==> config.mk <==
export PLATFORM = sky130hd
export DESIGN_NAME = ps2_host_tx
export DESIGN_NICKNAME = d
export VERILOG_FILES = /design/src/rtl/ps2_pkg.sv /design/src/rtl/ps2_line_sync.sv /design/src/rtl/ps2_host_tx.sv
export SDC_FILE = /design/constraint.sdc
export NUM_CORES = 1
export LEC_CHECK = 0
export CAP_MARGIN = 0
export CORE_MARGIN = 2
export CORE_UTILIZATION = 58
export DETAILED_ROUTE_END_ITERATION = 10
export PLACE_DENSITY = 0.82
export SLEW_MARGIN = 10
export SYNTH_ARGS = -nofsm -noshare
export SYNTH_HDL_FRONTEND = slang
export SYNTH_SLANG_ARGS = --single-unit
export TNS_END_PERCENT = 5
==> constraint.sdc <==
create_clock -name clk -period 2.94 [get_ports clk]
set_input_delay 0.441 -clock clk [delete_from_list [all_inputs] [get_ports clk]]
set_output_delay 0.441 -clock clk [all_outputs]
set_load 0.02 [all_outputs]
==> src/rtl/ps2_pkg.sv <==
// rtl/ps2_pkg.sv - shared constants and frame helper for the PS/2 host transmitter
//
// Purpose : FSM state encodings, frame geometry and common device command bytes
//           used by ps2_host_tx and its line synchronizer.
// Ports   : none (package).
package ps2_pkg;

  localparam logic [2:0] IDLE      = 3'd0;
  localparam logic [2:0] INHIBIT   = 3'd1;
  localparam logic [2:0] SEND      = 3'd2;
  localparam logic [2:0] WAIT_ACK  = 3'd3;
  localparam logic [2:0] WAIT_IDLE = 3'd4;

  // Full frame on the wire is start + 8 data + parity + stop; the host only
  // shifts the 10 bits that follow the start bit.
  localparam int PS2_FRAME_BITS   = 11;
  localparam int PS2_PAYLOAD_BITS = 10;

  localparam logic [7:0] CMD_SET_LEDS = 8'hED;
  localparam logic [7:0] CMD_ENABLE   = 8'hF4;
  localparam logic [7:0] CMD_RESET    = 8'hFF;

  // {stop, odd parity, data}, transmitted LSB first.
  function automatic logic [PS2_PAYLOAD_BITS-1:0] build_payload(input logic [7:0] d);
    return {1'b1, ~^d, d};
  endfunction

endpackage

==> src/rtl/ps2_line_sync.sv <==
// rtl/ps2_line_sync.sv - PS/2 line synchronizer, optional glitch filter, falling-edge strobe
//
// Purpose : bring one raw open-drain PS/2 line into the clk domain.
// Config  : PS2_TX_GLITCH_FILTER_EN - when defined, the synchronized level must
//           hold for 4 consecutive samples before the filtered level follows it.
// Ports   : clk, rst   - system clock, asynchronous active-high reset
//           line_in    - raw PS/2 line
//           level      - synchronized (optionally filtered) line level
//           fe         - one-cycle strobe on a falling edge of level
module ps2_line_sync
  import ps2_pkg::*;
#(
  parameter int SYNC_STAGES = 2
) (
  input  logic clk,
  input  logic rst,
  input  logic line_in,
  output logic level,
  output logic fe
);

  logic [SYNC_STAGES-1:0] sync_q, sync_d;
  logic                   prev_q, prev_d;
  logic                   sync_out;
  logic                   level_cur;

  always_comb begin
    sync_d = {sync_q[SYNC_STAGES-2:0], line_in};
  end

  assign sync_out = sync_q[SYNC_STAGES-1];

  // Chain resets to the released (high) level so leaving reset never looks
  // like a falling edge.
  always_ff @(posedge clk or posedge rst) begin
    if (rst) begin
      sync_q <= '1;
    end else begin
      sync_q <= sync_d;
    end
  end

`ifdef PS2_TX_GLITCH_FILTER_EN
  logic       filt_q, filt_d;
  logic [1:0] run_q, run_d;

  // run counts consecutive samples that disagree with the filtered level;
  // the fourth one in a row flips it.
  always_comb begin
    filt_d = filt_q;
    run_d  = 2'd0;
    if (sync_out != filt_q) begin
      if (run_q == 2'd3) begin
        filt_d = sync_out;
      end else begin
        run_d = run_q + 2'd1;
      end
    end
  end

  always_ff @(posedge clk or posedge rst) begin
    if (rst) begin
      filt_q <= 1'b1;
      run_q  <= 2'd0;
    end else begin
      filt_q <= filt_d;
      run_q  <= run_d;
    end
  end

  assign level_cur = filt_q;
`else
  assign level_cur = sync_out;
`endif

  always_comb begin
    prev_d = level_cur;
  end

  always_ff @(posedge clk or posedge rst) begin
    if (rst) begin
      prev_q <= 1'b1;
    end else begin
      prev_q <= prev_d;
    end
  end

  assign level = level_cur;
  assign fe    = prev_q & ~level_cur;

endmodule

==> src/rtl/ps2_host_tx.sv <==
// rtl/ps2_host_tx.sv - PS/2 host-to-device command byte transmitter
//
// Purpose : inhibit the PS/2 clock, request-to-send, shift start/8 data/odd
//           parity/stop on device clock falling edges, check the device ACK.
// Config  : PS2_TX_GLITCH_FILTER_EN - enables the 4-sample clock glitch filter
//           inside ps2_line_sync.
// Ports   : clk, rst              - system clock, asynchronous active-high reset
//           tx_data, tx_start     - command byte and one-cycle send request
//           tx_busy               - transfer in progress (through the result pulse)
//           tx_done, tx_err       - one-cycle result pulses
//           ps2_clk_in/data_in    - raw PS/2 lines
//           ps2_clk_oe/data_oe    - 1 pulls the corresponding line low
module ps2_host_tx
  import ps2_pkg::*;
#(
  parameter int INHIBIT_CYCLES = 10000,
  parameter int TIMEOUT_CYCLES = 200000,
  parameter int SYNC_STAGES    = 2
) (
  input  logic       clk,
  input  logic       rst,
  input  logic [7:0] tx_data,
  input  logic       tx_start,
  output logic       tx_busy,
  output logic       tx_done,
  output logic       tx_err,
  input  logic       ps2_clk_in,
  input  logic       ps2_data_in,
  output logic       ps2_clk_oe,
  output logic       ps2_data_oe
);

  localparam int CNT_MAX = (INHIBIT_CYCLES > TIMEOUT_CYCLES) ? INHIBIT_CYCLES : TIMEOUT_CYCLES;
  localparam int CNT_W   = $clog2(CNT_MAX + 1);
  localparam logic [CNT_W-1:0] INH_LAST = CNT_W'(INHIBIT_CYCLES - 1);
  localparam logic [CNT_W-1:0] INH_END  = CNT_W'(INHIBIT_CYCLES);
  localparam logic [CNT_W-1:0] TMO_LAST = CNT_W'(TIMEOUT_CYCLES - 1);

  logic [2:0]                  state_q, state_d;
  logic [CNT_W-1:0]            cnt_q, cnt_d;
  logic [3:0]                  bit_idx_q, bit_idx_d;
  logic [PS2_PAYLOAD_BITS-1:0] frame_q, frame_d;
  logic                        clk_oe_q, clk_oe_d;
  logic                        data_oe_q, data_oe_d;
  logic                        busy_q, busy_d;
  logic                        done_q, done_d;
  logic                        err_q, err_d;

  logic clk_lvl, clk_fe, data_lvl, data_fe_unused;
  logic timed_out;

  ps2_line_sync #(.SYNC_STAGES(SYNC_STAGES)) u_clk_sync (
    .clk     (clk),
    .rst     (rst),
    .line_in (ps2_clk_in),
    .level   (clk_lvl),
    .fe      (clk_fe)
  );

  ps2_line_sync #(.SYNC_STAGES(SYNC_STAGES)) u_data_sync (
    .clk     (clk),
    .rst     (rst),
    .line_in (ps2_data_in),
    .level   (data_lvl),
    .fe      (data_fe_unused)
  );

  // A falling edge in the same cycle as the final count wins: the device is
  // still alive, so the watchdog restarts instead of aborting.
  assign timed_out = !clk_fe && (cnt_q == TMO_LAST);

  always_comb begin
    state_d   = state_q;
    cnt_d     = cnt_q;
    bit_idx_d = bit_idx_q;
    frame_d   = frame_q;
    clk_oe_d  = clk_oe_q;
    data_oe_d = data_oe_q;
    busy_d    = busy_q;
    done_d    = 1'b0;
    err_d     = 1'b0;

    case (state_q)
      IDLE: begin
        busy_d    = 1'b0;
        clk_oe_d  = 1'b0;
        data_oe_d = 1'b0;
        // busy_q is still high during the result pulse cycle; no new request
        // is taken until it has dropped.
        if (tx_start && !busy_q) begin
          frame_d   = build_payload(tx_data);
          busy_d    = 1'b1;
          clk_oe_d  = 1'b1;
          cnt_d     = '0;
          bit_idx_d = '0;
          state_d   = INHIBIT;
        end
      end

      INHIBIT: begin
        cnt_d = cnt_q + 1'b1;
        // Last inhibit cycle schedules the start bit, giving exactly one
        // cycle with both lines pulled before the clock is released.
        if (cnt_q == INH_LAST) begin
          data_oe_d = 1'b1;
        end
        if (cnt_q == INH_END) begin
          clk_oe_d  = 1'b0;
          cnt_d     = '0;
          bit_idx_d = '0;
          state_d   = SEND;
        end
      end

      SEND, WAIT_ACK, WAIT_IDLE: begin
        cnt_d = clk_fe ? '0 : cnt_q + 1'b1;
        if (timed_out) begin
          clk_oe_d  = 1'b0;
          data_oe_d = 1'b0;
          err_d     = 1'b1;
          state_d   = IDLE;
        end else if (state_q == SEND) begin
          if (clk_fe) begin
            data_oe_d = ~frame_q[bit_idx_q];
            if (bit_idx_q == 4'd9) begin
              state_d = WAIT_ACK;
            end else begin
              bit_idx_d = bit_idx_q + 1'b1;
            end
          end
        end else if (state_q == WAIT_ACK) begin
          if (clk_fe) begin
            if (!data_lvl) begin
              state_d = WAIT_IDLE;
            end else begin
              err_d   = 1'b1;
              state_d = IDLE;
            end
          end
        end else begin
          if (clk_lvl && data_lvl) begin
            done_d  = 1'b1;
            state_d = IDLE;
          end
        end
      end

      default: begin
        clk_oe_d  = 1'b0;
        data_oe_d = 1'b0;
        busy_d    = 1'b0;
        state_d   = IDLE;
      end
    endcase
  end

  always_ff @(posedge clk or posedge rst) begin
    if (rst) begin
      state_q   <= IDLE;
      cnt_q     <= '0;
      bit_idx_q <= '0;
      frame_q   <= '0;
      clk_oe_q  <= 1'b0;
      data_oe_q <= 1'b0;
      busy_q    <= 1'b0;
      done_q    <= 1'b0;
      err_q     <= 1'b0;
    end else begin
      state_q   <= state_d;
      cnt_q     <= cnt_d;
      bit_idx_q <= bit_idx_d;
      frame_q   <= frame_d;
      clk_oe_q  <= clk_oe_d;
      data_oe_q <= data_oe_d;
      busy_q    <= busy_d;
      done_q    <= done_d;
      err_q     <= err_d;
    end
  end

  assign tx_busy     = busy_q;
  assign tx_done     = done_q;
  assign tx_err      = err_q;
  assign ps2_clk_oe  = clk_oe_q;
  assign ps2_data_oe = data_oe_q;

endmodule

==> results.ini <==
[yosys]
synth_common_cells = dfrtp_1, nand2_1, nor2_1
synth-main-ff-cell = dfrtp_1
synthArstFlopShare = 1.000
synth-edff-count = 0
yosys-top-cells-area = dfrtp_1, dfstp_2, mux2_2, nand2_1, xnor2_1
netlist_area_mm2 = 0.002392
avgSynthCellArea_um2 = 9.646
synth_area_leader_cell = dfrtp_1
synthDistinctLibCells = 45
ys_ff_latch = 45
synth.net_count = 265
ys_warn_count = 0
yosysMostFrequentCell = dfrtp_1
synthCells = 248
synth-seq-area-share = 0.4733
synth_top_area_share = 0.4184

[sta]
fin_ws_ns = 0.3424
fin_crit_ns = 2.598
fin_skew_ns = 0.01131
final_hold_viol_count = 0
rsz0062_at_grt = no
setup-tns-final_ns = 0
slew_violations = 0
worst_pin_slew_ns = 0.6868
setup_viol = 0
slew_headroom = 0.5421
fmax_ghz = 0.3850
finalCritPeriodShare = 0.8835

[drt]
drc_errors = 0
drtPass1Iterations = 4
drt-initial-drc-count = 146
ant_nets = 0
routed_wl_um = 4783
avgViaCountPerCell = 5.765
post_drt_wl_per_cell_um = 15.18
vias = 1816

[cells_and_area]
fill_cells = 325
antenna_cells = 0
synthToLayoutAreaGrowth_pct = 13.86
utilization = 0.6859
finalInstanceArea_mm2 = 0.002724
drive_gt1_frac = 0.1358
final_nets = 281

[floorplan]
start_util = 0.6024
die_y_um = 68.23
ioPinCount = 18
core_area_mm2 = 0.003971
row_count = 23
die_area_mm2 = 0.004655
fp.dieW_um = 68.23

[power]
leakage_nw = 1.210
cellPowerDensity_mw_per_mm2 = 452.9
ir_drop_mv = 0.3088

[clock_tree]
ctsHoldBuffers = 0
clk_pin_slew_ns = 0.09
htree_levels = 2
cts-root-buf = clkbuf_8
cts_setup_buffers = 0
clockBufferDepth = 2
cts_tree = built
cts_resized = 0
numCtsBuffers = 5
clock_sinks = 45
clk_latency_ns = 0.31

[critical_path]
cp.required_ns = 3.12
critical-path-slowest-cell = or4_4
path_delay_family = simple AND/OR/NAND/NOR gates
startpoint_type = flop
cpPeakStageDelay_ns = 0.55
path_cells = or4_4 > or4_4 > nor3_4 > or2_4 > and3_1 > o221ai_2
worst_setup_path_end_kind = flop
worstSetupPathType = flop to flop
cp_data_arrival_time_ns = 2.78
r2r_slack_ns = 0.34
cp.buffers_inverters = 0
cpMostUsedCell = or4_4
crit_path_max_fanout = 9

[grt]
grt_max_degree = 32
grt_pass1_vias = 1704
grt_overflow = 0
gr-usage-all-layers = 0.2420
antenna_found_initial = 0
grt_pass1_wl_um = 8114

[placed_design]
io_buffers = 17
pre_cts_ws_ns = 0.3736
placed_cell_area_mm2 = 0.002590
gp_congestion = 0.9765
dp_hpwl_um = 3375

[worst_hold_path]
min-delay-path-class = flop to flop

[run]
maxCapViolations = 0

[outcome]
status = finished, final reports clean

power breakdown:
part	internal (mW)	leakage, nW	switching (mW)
clock network	0.337	0.0681	0.217
logic	0.0264	0.587	0.0258
registers	0.625	0.555	0.00209
total	0.988	1.21	0.245
placed cells by master (no fill, tap or decap), drive strengths merged, types with 2 or more instances in the layout:
cell	instances
mux2i	2
mux2	9
nand4	5
or2	2
and3	4
nand2b	6
o31ai	3
or3	2
nor2	22
nor3	7
clkbuf	5
bufinv	2
nand3	9
clkdlybuf4s50	17
inv	14
dfrtp	40
mux4	2
xnor2	10
buf	2
o21ai	15
o2111ai	2
and2	2
o41ai	2
a31oi	8
nor2b	2
o211ai	3
a21oi	15
dfstp	5
xor2	5
or4	2
nand2	27
ha	4
through the flow:
stage	power, mW	std cells	hold WS (ns)
after floorplan	0.6657	248	0.3452
after global placement	0.6907	307	0.3458
after detailed placement	0.6921	307	0.3476
after CTS	1.240	315	0.3599
after global routing	1.270	315	0.3651
final	1.234	315	0.3583
cell type report:
cell class / count / area, um^2 / share of cell area
multi-input combinational: 179 / 1157 / 0.4249
timing repair buffer: 19 / 185.2 / 0.06798
tap: 50 / 62.56 / 0.02297
clock buffer: 5 / 68.82 / 0.02526
clock inverter: 3 / 65.06 / 0.02389
inverter: 14 / 52.55 / 0.01929
sequential: 45 / 1132 / 0.4157
registers in the layout, indices dropped and copies added, names as in the netlist:
name,count
bit_idx_q,4
tx_done,1
ps2_data_oe,1
u_clk_sync.sync_q,2
u_data_sync.sync_q,2
state_q,3
tx_err,1
ps2_clk_oe,1
u_clk_sync.prev_q,1
frame_q,10
cnt_q,18
tx_busy,1
layer usage:
layer | part of all wire | global-route usage | routed length [um]
met3 | 0.037 | 0.05099 | 177
met1 | 0.49 | 0.3344 | 2321
met5 | 0 | 0 | 0
met2 | 0.46 | 0.3677 | 2208
met4 | 0.016 | 0.1075 | 76
path summary, 6_finish.rpt:
path | start | to | cells after the start
setup / recovery | cnt_q[7] | bit_idx_q[3] | 6
hold / removal | u_data_sync.sync_q[0] | u_data_sync.sync_q[1] | 0
setup reg to reg | cnt_q[7] | bit_idx_q[3] | 6
hold reg to reg | u_data_sync.sync_q[0] | u_data_sync.sync_q[1] | 0
max in group asynchronous | rst | bit_idx_q[2] | 3
min in group asynchronous | rst | cnt_q[15] | 2
cells by family (layout without fill, tap and decap cells):
family | after synthesis | count (layout) | synth area share
AO/OA/AOI/OAI | 53 | 53 | 0.1396
buffers and inverters | 24 | 41 | 0.04289
AND/OR/NAND/NOR | 94 | 94 | 0.1988
XOR/XNOR | 15 | 15 | 0.05491
flip-flops | 45 | 45 | 0.4733
multiplexers | 13 | 13 | 0.06956
adder cells (fa/ha/maj) | 4 | 4 | 0.02092
No activity file was read; power rests on OpenSTA's default activity.
